--- config.mk ---
export PLATFORM = sky130hd
export DESIGN_NAME = mov_wide_encoder
export DESIGN_NICKNAME = d
export VERILOG_FILES = /design/src/rtl/mov_wide_encoder.sv
export SDC_FILE = /design/constraint.sdc
export NUM_CORES = 1
export LEC_CHECK = 0
export CORE_ASPECT_RATIO = 0.5
export CORE_UTILIZATION = 30
export DETAILED_ROUTE_END_ITERATION = 8
export HOLD_SLACK_MARGIN = 0.1
export SYNTH_ARGS = -nofsm -noshare
export SYNTH_HDL_FRONTEND = slang
export SYNTH_SLANG_ARGS = --single-unit
--- constraint.sdc ---
create_clock -name CLK -period 3.65 [get_ports CLK]
set_clock_uncertainty 0.2 [all_clocks]
set_input_delay 0.9125 -clock CLK [delete_from_list [all_inputs] [get_ports CLK]]
set_output_delay 0.9125 -clock CLK [all_outputs]
set_load 0.05 [all_outputs]
--- src/rtl/mov_wide_encoder.sv ---
// Emits the shortest LEGv8 MOVZ/MOVK sequence that materializes a 64-bit constant.
// Inst/Last are registered and precomputed for the next beat, so no input reaches an output combinationally.
module mov_wide_encoder (
  input  logic        CLK,
  input  logic        Reset_L,
  input  logic [63:0] Imm,
  input  logic [4:0]  Rd,
  input  logic        InValid,
  output logic        InReady,
  output logic [31:0] Inst,
  output logic        InstValid,
  input  logic        InstReady,
  output logic        Last
);

  localparam logic [0:0] IDLE = 1'b0;
  localparam logic [0:0] EMIT = 1'b1;

  localparam logic [8:0] OPC_MOVZ = 9'b110100101;
  localparam logic [8:0] OPC_MOVK = 9'b111100101;

  logic [0:0]  state;
  logic [63:0] imm_q;
  logic [4:0]  rd_q;
  logic [3:0]  pending;

  logic [3:0]  in_mask;
  logic [3:0]  pend_nx;

  function automatic logic [1:0] low_idx(input logic [3:0] pend);
    logic [1:0] h;
    h = 2'd0;
    if (pend[0])      h = 2'd0;
    else if (pend[1]) h = 2'd1;
    else if (pend[2]) h = 2'd2;
    else if (pend[3]) h = 2'd3;
    return h;
  endfunction

  function automatic logic at_most_one(input logic [3:0] pend);
    return (pend & (pend - 4'd1)) == 4'd0;
  endfunction

  function automatic logic [31:0] encode(input logic [63:0] imm, input logic [4:0] rd,
                                         input logic [3:0] pend, input logic first);
    logic [1:0]  h;
    logic [15:0] hw;
    h = low_idx(pend);
    case (h)
      2'd0:    hw = imm[15:0];
      2'd1:    hw = imm[31:16];
      2'd2:    hw = imm[47:32];
      default: hw = imm[63:48];
    endcase
    return {(first ? OPC_MOVZ : OPC_MOVK), h, hw, rd};
  endfunction

  always_comb begin
    in_mask = '0;
    for (int unsigned k = 0; k < 4; k++)
      in_mask[k] = (Imm[16*k +: 16] != 16'h0000);
    pend_nx = pending & ~(4'b0001 << low_idx(pending));
  end

  // The MOVZ/MOVK choice is made when the beat is loaded: the accept path always
  // builds the first beat, the transfer path always builds a follow-on beat.
  always_ff @(posedge CLK or negedge Reset_L) begin
    if (!Reset_L) begin
      state     <= IDLE;
      imm_q     <= '0;
      rd_q      <= '0;
      pending   <= '0;
      Inst      <= '0;
      InstValid <= 1'b0;
      Last      <= 1'b0;
      InReady   <= 1'b1;
    end else begin
      case (state)
        IDLE: begin
          if (InValid) begin
            imm_q     <= Imm;
            rd_q      <= Rd;
            pending   <= in_mask;
            Inst      <= encode(Imm, Rd, in_mask, 1'b1);
            Last      <= at_most_one(in_mask);
            InstValid <= 1'b1;
            InReady   <= 1'b0;
            state     <= EMIT;
          end
        end
        default: begin
          if (InstReady) begin
            pending <= pend_nx;
            if (Last) begin
              InstValid <= 1'b0;
              Last      <= 1'b0;
              InReady   <= 1'b1;
              state     <= IDLE;
            end else begin
              Inst <= encode(imm_q, rd_q, pend_nx, 1'b0);
              Last <= at_most_one(pend_nx);
            end
          end
        end
      endcase
    end
  end

endmodule

# Word-level counts from Yosys, hierarchy flattened

Cells that the tools add are included.
W data, S select, Z words.

Bits in registers: 109
Bits of input ports: 73
Output and inout port bits: 35
Logic and storage cells: 78

Add/subtract/negate cells: 2
Equality and inequality tests: 7
Shift operators: 1
Muxes and demuxes: 42
Bitwise operators: 5
Reduce and logical (&&, ||, !) cells: 13

Operators with widths:

| kind                  | number |
|---|---|
| $mux W32              | 4 |
| $pmux W16 S3          | 2 |
| $reduce_bool A16 Y1   | 4 |
| $mux W2               | 17 |
| $mux W1               | 16 |
| $and A4 B4 Y4         | 3 |
| $mux W4               | 3 |
| $logic_not A4 Y1      | 2 |
| $sub A4 B1 Y4 const B | 2 |
| $ne A2 B2 Y1 const B  | 3 |
| $reduce_and A3 Y1     | 2 |
| $eq A2 B1 Y1 const B  | 2 |
| $eq A2 B2 Y1 const B  | 2 |
| $logic_not A2 Y1      | 2 |
| $not A4 Y4            | 1 |
| $reduce_and A2 Y1     | 2 |
| $shl A1 B2 Y4 const A | 1 |
| $reduce_bool A2 Y1    | 1 |
| $not A1 Y1            | 1 |

# Logic depth before layout (Yosys ltp)

Gate-level depths: netlist of run 1.

Word-level depth: 19
Depth in mapped cells: 8
Gate-level depth less buffers: 5

# Worst setup path after synthesis of run 1

No wires, ideal clock.

Path kind: in2reg
From: in Imm[34]
To: reg Inst[12]
Setup time: 135 ps
Arrival: 2394 ps
Data required time: 3315 ps
Path slack: 921 ps
Cell stages on the path: 7
Buffers on the path: 2
Cells stage by stage: nor4_2 -> nand4_2 -> or4_1 -> buf_2 -> buf_6 -> o21ai_1 -> o211ai_1

Longest elaborated chain between the ends: 10
Elaborated cells on any way between the ends: 12
Those cells by class: eq/ne (2); mux (8); reduce/logical (2)

Ends and longest elaborated chain:

| what                                 | line | RTL |
|---|---|---|
| start, declared                      | 6    | `input logic [63:0] Imm,` |
| $reduce_bool A16 Y1 *                | 61   | `in_mask[k] = (Imm[16*k +: 16] != 16'h0000);` |
| $mux W2 *                            | 35   | `else if (pend[2]) h = 2'd2;` |
| $mux W2 *                            | 34   | `else if (pend[1]) h = 2'd1;` |
| $mux W2 *                            | 33   | `if (pend[0]) h = 2'd0;` |
| $mux W2 *                            | 80   | `if (InValid) begin` |
| $mux W2 *                            | 78   | `case (state)` |
| $eq A2 B2 Y1 (tied with other cells) | 49   | `case (h)` |
| $pmux W16 S3 *                       | 49   |  |
| $mux W32 *                           | 80   |  |
| $mux W32 *                           | 78   |  |
| end signal, assigned                 | 84   | `Inst <= encode(Imm, Rd, in_mask, 1'b1);` |
| end signal, assigned                 | 100  | `Inst <= encode(imm_q, rd_q, pend_nx, 1'b0);` |
| end, declared                        | 10   | `output logic [31:0] Inst,` |

Mark *: on every way between the ends. The rest lies on a longest branch, timed or not. The select of a mux whose other input is x is not followed.
A chain may end at the register's enable or synchronous reset.

# Worst setup path in the final report of run 1

From: in Imm[11]
To: reg Inst[10]

Longest elaborated chain between the ends: 8
Elaborated cells on any way between the ends: 10
Those cells by class: eq/ne (2); mux (6); reduce/logical (2)

Ends and longest elaborated chain:

| what                                 | line |
|---|---|
| $reduce_bool A16 Y1 *                | 61 |
| $mux W2 *                            | 33 |
| $mux W2 *                            | 80 |
| $mux W2 *                            | 78 |
| $eq A2 B2 Y1 (tied with other cells) | 49 |
| $pmux W16 S3 *                       | 49 |
| $mux W32 *                           | 80 |
| $mux W32 *                           | 78 |

Marks and branches as above.

==> results of run 1 <==
==> worst max-delay path by stage <==
stage / startpoint / to / slack (ps)
after floorplan: Imm[34] / Inst[12] / 920
after global placement: Imm[11] / Inst[6] / 190
after detailed placement: Imm[11] / Inst[7] / 150
after CTS: Imm[11] / Inst[7] / 530
after global routing: Imm[11] / Inst[10] / 330
final: Imm[11] / Inst[10] / 470
==> critical path, delay by kind of cell <==
kind | cells | cell delay [ps]
compound gates | 2 | 270
simple gates | 3 | 1110
buf+inv | 3 | 880
==> registers in the layout, summed over array words and instances, names as in the netlist <==
signal,cells
imm_q,64
rd_q,5
Last,1
InReady,1
pending,4
Inst,25
InstValid,1
state,1
==> layout make-up <==
class,instances,area (um2)
multi-input cells,491,2541
fillers,1710,9848
well taps,227,284.0
repair buffers,135,1309
clock inverters,7,66.31
flip-flops and latches,102,2554
inverters,5,18.77
clock buffers,9,225.2
==> metal layers <==
metal | vias up | share of wire (%) | track usage, %
li1 | 2399 | - | -
met1 | 2508 | 45 | 25.85
met2 | 163 | 48 | 31.76
met3 | 16 | 5.8 | 3.646
met4 | 0 | 1.4 | 5.600
met5 | - | 0 | 0
==> logic make-up (layout without fill, tap and decap cells) <==
kind of cell,count (synthesis),after routing,synth area share [%]
fa+ha+maj,2,2,0.3760
buf+inv,56,156,4.677
flops,102,102,47.97
xor+xnor,2,2,0.3291
simple gates,347,347,28.25
other cells,1,3,0.07044
mux,7,7,1.340
compound gates,130,130,16.99
==> cells in the final DEF, fill, tap and decap left out, drive strengths merged, types with 7 or more instances in the layout <==
| cell | synthesis | final |
|---|---|---|
| nand2 | 282 | 282 |
| dfrtp | 101 | 101 |
| nand2b | 11 | 11 |
| buf | 14 | 32 |
| a221oi | 31 | 31 |
| o211ai | 20 | 20 |
| a21oi | 7 | 7 |
| inv | 4 | 7 |
| clkbuf | 37 | 9 |
| clkdlybuf4s50 | 0 | 103 |
| nor2 | 10 | 10 |
| o21ai | 46 | 46 |
| a21o | 15 | 15 |
| nor4 | 16 | 16 |
==> power breakdown <==
part           total [mW]  switching, mW  internal, mW  leakage (nW)
clock               0.960          0.481         0.479         0.141
sequential           2.05          0.379          1.67          1.25
combinational        2.80           1.79          1.01          1.78
total                5.81           2.65          3.16          3.17
==> per-stage QoR <==
step	utilization [%]	hold slack, ps	worst slack (ps)
3_3_place_gp	39.81	252.9	186.4
4_1_cts	41.54	276.6	528.5
5_1_grt	41.54	295.6	328.3
6_report	41.54	276.7	473.0
2_1_floorplan	-	240.4	920.6
3_5_place_dp	39.81	257.2	149.7
==> summary.md, run 1 <==
| Metric | Value |
|---|---|
| Residual DRC | `0` |
| Post-synth EDFFs | `0` |
| Area Overhead vs Synth | `31.45%` |
| Peak Freq | `0.3148 GHz` |
| Outcome | `finished clean` |
| GRT Residual Overflow | `0` |
| DR iter-0 viols | `roughly 370` |
| Tmin final | `about 3200 ps` |
| Clk slew on worst S/H paths | `80 ps` |
| Post-Syn Area | `between 5000 and 6000 um2` |
| Yosys cell types | `between 40 and 50` |
| Critical path, cell by cell | `clkdlybuf4s50_1 > nor4_1 > buf_4 > nand4_1 > or4_1 > buf_4 > o21ai_0 > o211ai_1` |
| Worst-margin pin slew | `roughly 1100 ps` |
| CTS tree | `yes` |
| Worst Path Required | `about 3700 ps` |
| Number of global-route vias before repair | `4796` |
| Finish-stage setup viols | `0` |
| Relative slew margins | `between 20% and 30%` |
| Worst min path class | `reg -> reg` |
| CP peak stage delay | `around 520 ps` |
| Mapped Cells | `between 600 and 700` |
| Cells after DPL | `960` |
| Most frequent cells after synthesis | `282 x nand2_1, 101 x dfrtp_1, 37 x clkbuf_1` |
| Antenna violations before repair | `0` |
| Die W | `~190 um` |
| Ys async rst share | `100.0%` |
| Initial Utilization | `between 30% and 40%` |
| Largest area contributor in the netlist | `dfrtp_1` |
| Crit Path Max Fanout | `16` |
| Antenna viol nets, final | `0` |
| Hold path cells | `2` |
| CP max stage cell | `or4_1` |
| Cells on worst reg2reg path | `5` |
| First-pass GRT wire length | `around 27000 um` |
| Top_reg_cell synth | `dfrtp_1` |
| Unrepaired setup endpoints after global routing | `no` |
| Sink Count | `approximately 100` |
| Vias | `between 5000 and 6000` |
| CTS Buffer Depth | `2` |
| Vias per cell | `around 5.2` |
| Leakage power | `between 3 and 4 nW` |
| TritonCTS Buffers | `9` |
| N_diodes | `0` |
| DPL Wire Length | `about 12000 um` |
| P per Cell Area | `830.0 nW/um2` |
| Fin area | `roughly 7000 um2` |
| Die ar. | `around 18000 um2` |
| Ratio of final minimum period to clock period | `between 80% and 90%` |
| Dpl cell area | `6706 um2` |
| Placer Congestion | `between 0.9 and 1` |
| Root Buffer | `clkbuf_16` |
| Share of post-route cells with drive strength above 1 | `between 8 and 9%` |
| Min-Delay Endpoint | `imm_q[50]` |
| Ys Warns | `0` |
| Yosys reg bits | `~100` |
| Hold Violations, Final | `0` |
| Yosys top cell area share | `between 40% and 50%` |
| CP arrival | `roughly 3200 ps` |
| Largest net degree at the start of global routing | `87` |
| I/O Buffers | `between 100 and 150` |
| Reg2reg end | `imm_q[22]` |
| Hold Crit Start | `imm_q[50]` |
| Drt pass-1 iters | `5` |
| Largest cells by area after synthesis | `dfrtp_1 47%, nand2_1 20%, a221oi_1 5.1%, o21ai_0 3.3%, o211ai_1 2.8%` |
| Syn_area_per_cell | `about 8.2 um2` |
| Sequential fraction of the synthesis area | `between 40% and 50%` |
| Setup Buffers After CTS | `0` |
| Post-CTS Hold Fix Bufs | `0` |
| Post-CTS resize count | `0` |
| Setup crit end kind | `flop` |
| Setup CP Type | `in -> reg` |
| Core box area | `16850 um2` |
| Clock insertion delay at the later pin of the skew report | `roughly 350 ps` |
| Drt total wl | `~17000 um` |
| Die height | `96.20 um` |
| Reg2Reg Setup Slack | `roughly 1100 ps` |
| Tot GR Track Use | `approximately a fifth` |
| Maximum vdd ir drop | `between 0.4 and 0.5 mV` |
| TNS Setup | `0 ps` |
| Layout Cells excl Fill | `approximately 980` |
| Crit path top cell by count | `buf_4` |
| Max Slew Vio Count | `0` |
| FF-to-FF Start | `state` |
| Routed len/inst | `roughly 17 um` |
| Ports | `108` |
| Max Cap Viol | `0` |
| Num rows | `33` |
| Startpoint Class | `input pin` |
| CTS HTree Levels | `3` |
| Nets | `817` |
| Count leader, synth | `nand2_1` |
| Tot Pwr | `about 5.8 mW` |
Note: power is estimated with default switching activity, not from simulation.
==> inputs of run 2 (changes only) <==
- CORE_ASPECT_RATIO: 0.5 -> 1.1
==> run 2 against run 1 <==
Against the previous run: sequential share of layout area is 0.059 points higher; via count shrank 1.7%; critical path type unchanged; global-route usage up 1.2 points; die area fell by 0.17%; routed wire length rose by 4.5%.
==> summary.md, run 2 (synthesis results as in run 1) <==
| Metric | Value |
|---|---|
| Core box area | `17200 um2 (+2.1%)` |
| Routed len/inst | `18.11 um (+4.3%)` |
| Peak Freq | `0.2999 GHz (-4.7%)` |
| Register with the most flip-flops | `imm_q` |
| Layout Cells excl Fill | `978 (+0.20%)` |
| Vias per cell | `5.110 (-1.9%)` |
| DR iter-0 viols | `382 (+4.7%)` |
| TritonCTS Buffers | `9 (unchanged)` |
| Setup CP Type | `in -> reg` |
| Maximum vdd ir drop | `0.6023 mV (+49%)` |
| Share of post-route cells with drive strength above 1 | `7.796% (-0.62 points)` |
| Antenna viol nets, final | `0 (unchanged)` |
| P per Cell Area | `847.5 nW/um2 (+2.1%)` |
| Relative slew margins | `25.27% (+1.4 points)` |
| Most common cell after layout, fill and taps aside | `nand2_1` |
| CTS Buffer Depth | `2 (unchanged)` |
| Tmin final | `3335 ps (+157.8 ps)` |
| FF-to-FF Start | `state` |
| Die W | `129.0 um (-32%)` |
| Largest net degree at the start of global routing | `87 (unchanged)` |
| Largest regs | `imm_q x64, Inst x25, rd_q x5` |
| Unrepaired setup endpoints after global routing | `no` |
| Largest register FFs | `64 (unchanged)` |
| CP bufs+invs | `2 (-1)` |
| Setup Buffers After CTS | `0 (unchanged)` |
| CP peak stage delay | `750 ps (+230 ps)` |
| Crit. Startpoint | `Imm[1]` |
| GRT Residual Overflow | `0 (unchanged)` |
| Critical path, cell by cell | `clkdlybuf4s50_1 > nor4_1 > buf_4 > nand4_1 > a211oi_4 > a221oi_1 > o211ai_1` |
| Worst min path class | `reg -> reg` |
| Setup crit end kind | `flop` |
| CP arrival | `3420 ps (+220 ps)` |
| Vias | `4998 (-1.7%)` |
| CTS HTree Levels | `3 (unchanged)` |
| Die height | `141.7 um (+47%)` |
| Clock insertion delay at the later pin of the skew report | `360 ps (about the same)` |
| Sink Count | `102 (unchanged)` |
| DPL Wire Length | `12670 um (+3.7%)` |
| First-pass GRT wire length | `27810 um (+4.1%)` |
| Most frequent cells in the layout | `281 x nand2_1, 103 x clkdlybuf4s50_1, 101 x dfrtp_1, 35 x o21ai_0, 31 x a221oi_1` |
| Drt pass-1 iters | `5 (unchanged)` |
| Clk slew on worst S/H paths | `70 ps (about the same)` |
| Area Overhead vs Synth | `31.23%` |
| Ports | `108 (unchanged)` |
| Finish-stage setup viols | `0 (unchanged)` |
| N_diodes | `0 (unchanged)` |
| Drt total wl | `17710 um (+4.5%)` |
| Max Slew Vio Count | `0 (unchanged)` |
| Root Buffer | `clkbuf_16` |
| Hold Violations, Final | `0 (unchanged)` |
| Tot GR Track Use | `20.41% (+1.2 points)` |
| Worst Path Required | `3730 ps (+60 ps)` |
| I/O Buffers | `104 (unchanged)` |
| Worst-margin pin slew | `1120 ps (-20.81 ps)` |
| CTS tree | `yes` |
| Initial Utilization | `30.95% (-0.66 points)` |
| CP max stage cell | `a211oi_4` |
| Number of global-route vias before repair | `4882 (+1.8%)` |
| Placer Congestion | `0.8247 (-11%)` |
| Ratio of final minimum period to clock period | `91.36% (+4.3 points)` |
| Crit Path Max Fanout | `17 (+1)` |
| Num rows | `50 (+52%)` |
| Fillers | `1766 (+3.3%)` |
| Outcome | `finished clean` |
| Leakage power | `3.155 nW (-0.60%)` |
| Startpoint Class | `input pin` |
| Hold Crit Start | `imm_q[21]` |
| Antenna violations before repair | `0 (unchanged)` |
| Tot Pwr | `5.921 mW (+1.9%)` |
| Crit path max-delay family | `compound AO/OA/AOI/OAI gates` |
| Max Cap Viol | `0 (unchanged)` |
| Residual DRC | `0 (unchanged)` |
| Nets | `812 (-0.61%)` |
| Cells after DPL | `962 (+0.21%)` |
| Die ar. | `18280 um2 (-0.17%)` |
==> run 2: cell count changes in the layout (fill, tap and decap cells not counted), sizes merged <==
cell    before  now
bufinv       0    1
inv          7    4
buf         32   27
clkinv       4    3
clkbuf       9   12
==> run 2: worst paths after layout <==
kind                        endpoint  slack [ps]  cells after the start
max reg2reg                  Inst[0]        1240                      4
min                        imm_q[21]         280                      2
min in group asynchronous  imm_q[44]         430                      1
max                         Inst[13]         320                      7
max in group asynchronous  imm_q[21]        2070                      2
min reg2reg                imm_q[21]         280                      2
==> run 2: final cells by class <==
class,instances,area (um2),share of cell area [%]
flip-flops and latches,102,2554,36.55
multi-input cells,491,2551,36.52
repair buffers,130,1259,18.02
well taps,234,292.8,4.191
clock buffers,12,256.5,3.671
clock inverters,4,55.05,0.7880
inverters,5,18.77,0.2686
==> run 2: per-layer routing <==
| metal | global-route usage, % | vias up | wire length, um |
|---|---|---|---|
| met1 | 26.92 | 2411 | 7711 |
| met4 | 6.811 | 0 | 415 |
| li1 | - | 2382 | - |
| met3 | 4.336 | 27 | 1071 |
| met2 | 33.09 | 178 | 8510 |
| met5 | 0 | - | 0 |
==> run 2: metrics by stage <==
step	setup TNS, ps	setup slack [ps]	utilization (%)	instance area, um2	hold slack, ps
2_1_floorplan	0	920.6	-	5331	240.4
3_3_place_gp	-2719	-228.1	38.74	6665	254.9
3_5_place_dp	-3406	-254.7	38.74	6665	261.7
4_1_cts	0	87.78	40.55	6977	279.1
5_1_grt	0	187.2	40.61	6987	296.0
6_report	0	315.2	40.61	6987	276.0
==> run 2: power breakdown <==
| group | internal (mW) | leakage [nW] | switching, mW |
|---|---|---|---|
| combinational | 1.01 | 1.75 | 1.83 |
| clock | 0.572 | 0.149 | 0.448 |
| sequential | 1.67 | 1.25 | 0.384 |
| total | 3.26 | 3.16 | 2.66 |
==> run 2: worst min-delay path, stage by stage, from the launching register on <==
cell     delay, ps
dfrtp_1        340
nand2_1         50
nand2_1         50
==> run 2: timing repair <==
item                                    4_1_cts  5_1_grt
resized for setup                             0        2
endpoints found under the setup margin        0       17
hold buffers                                  0        0
hold endpoints to repair                      0        0
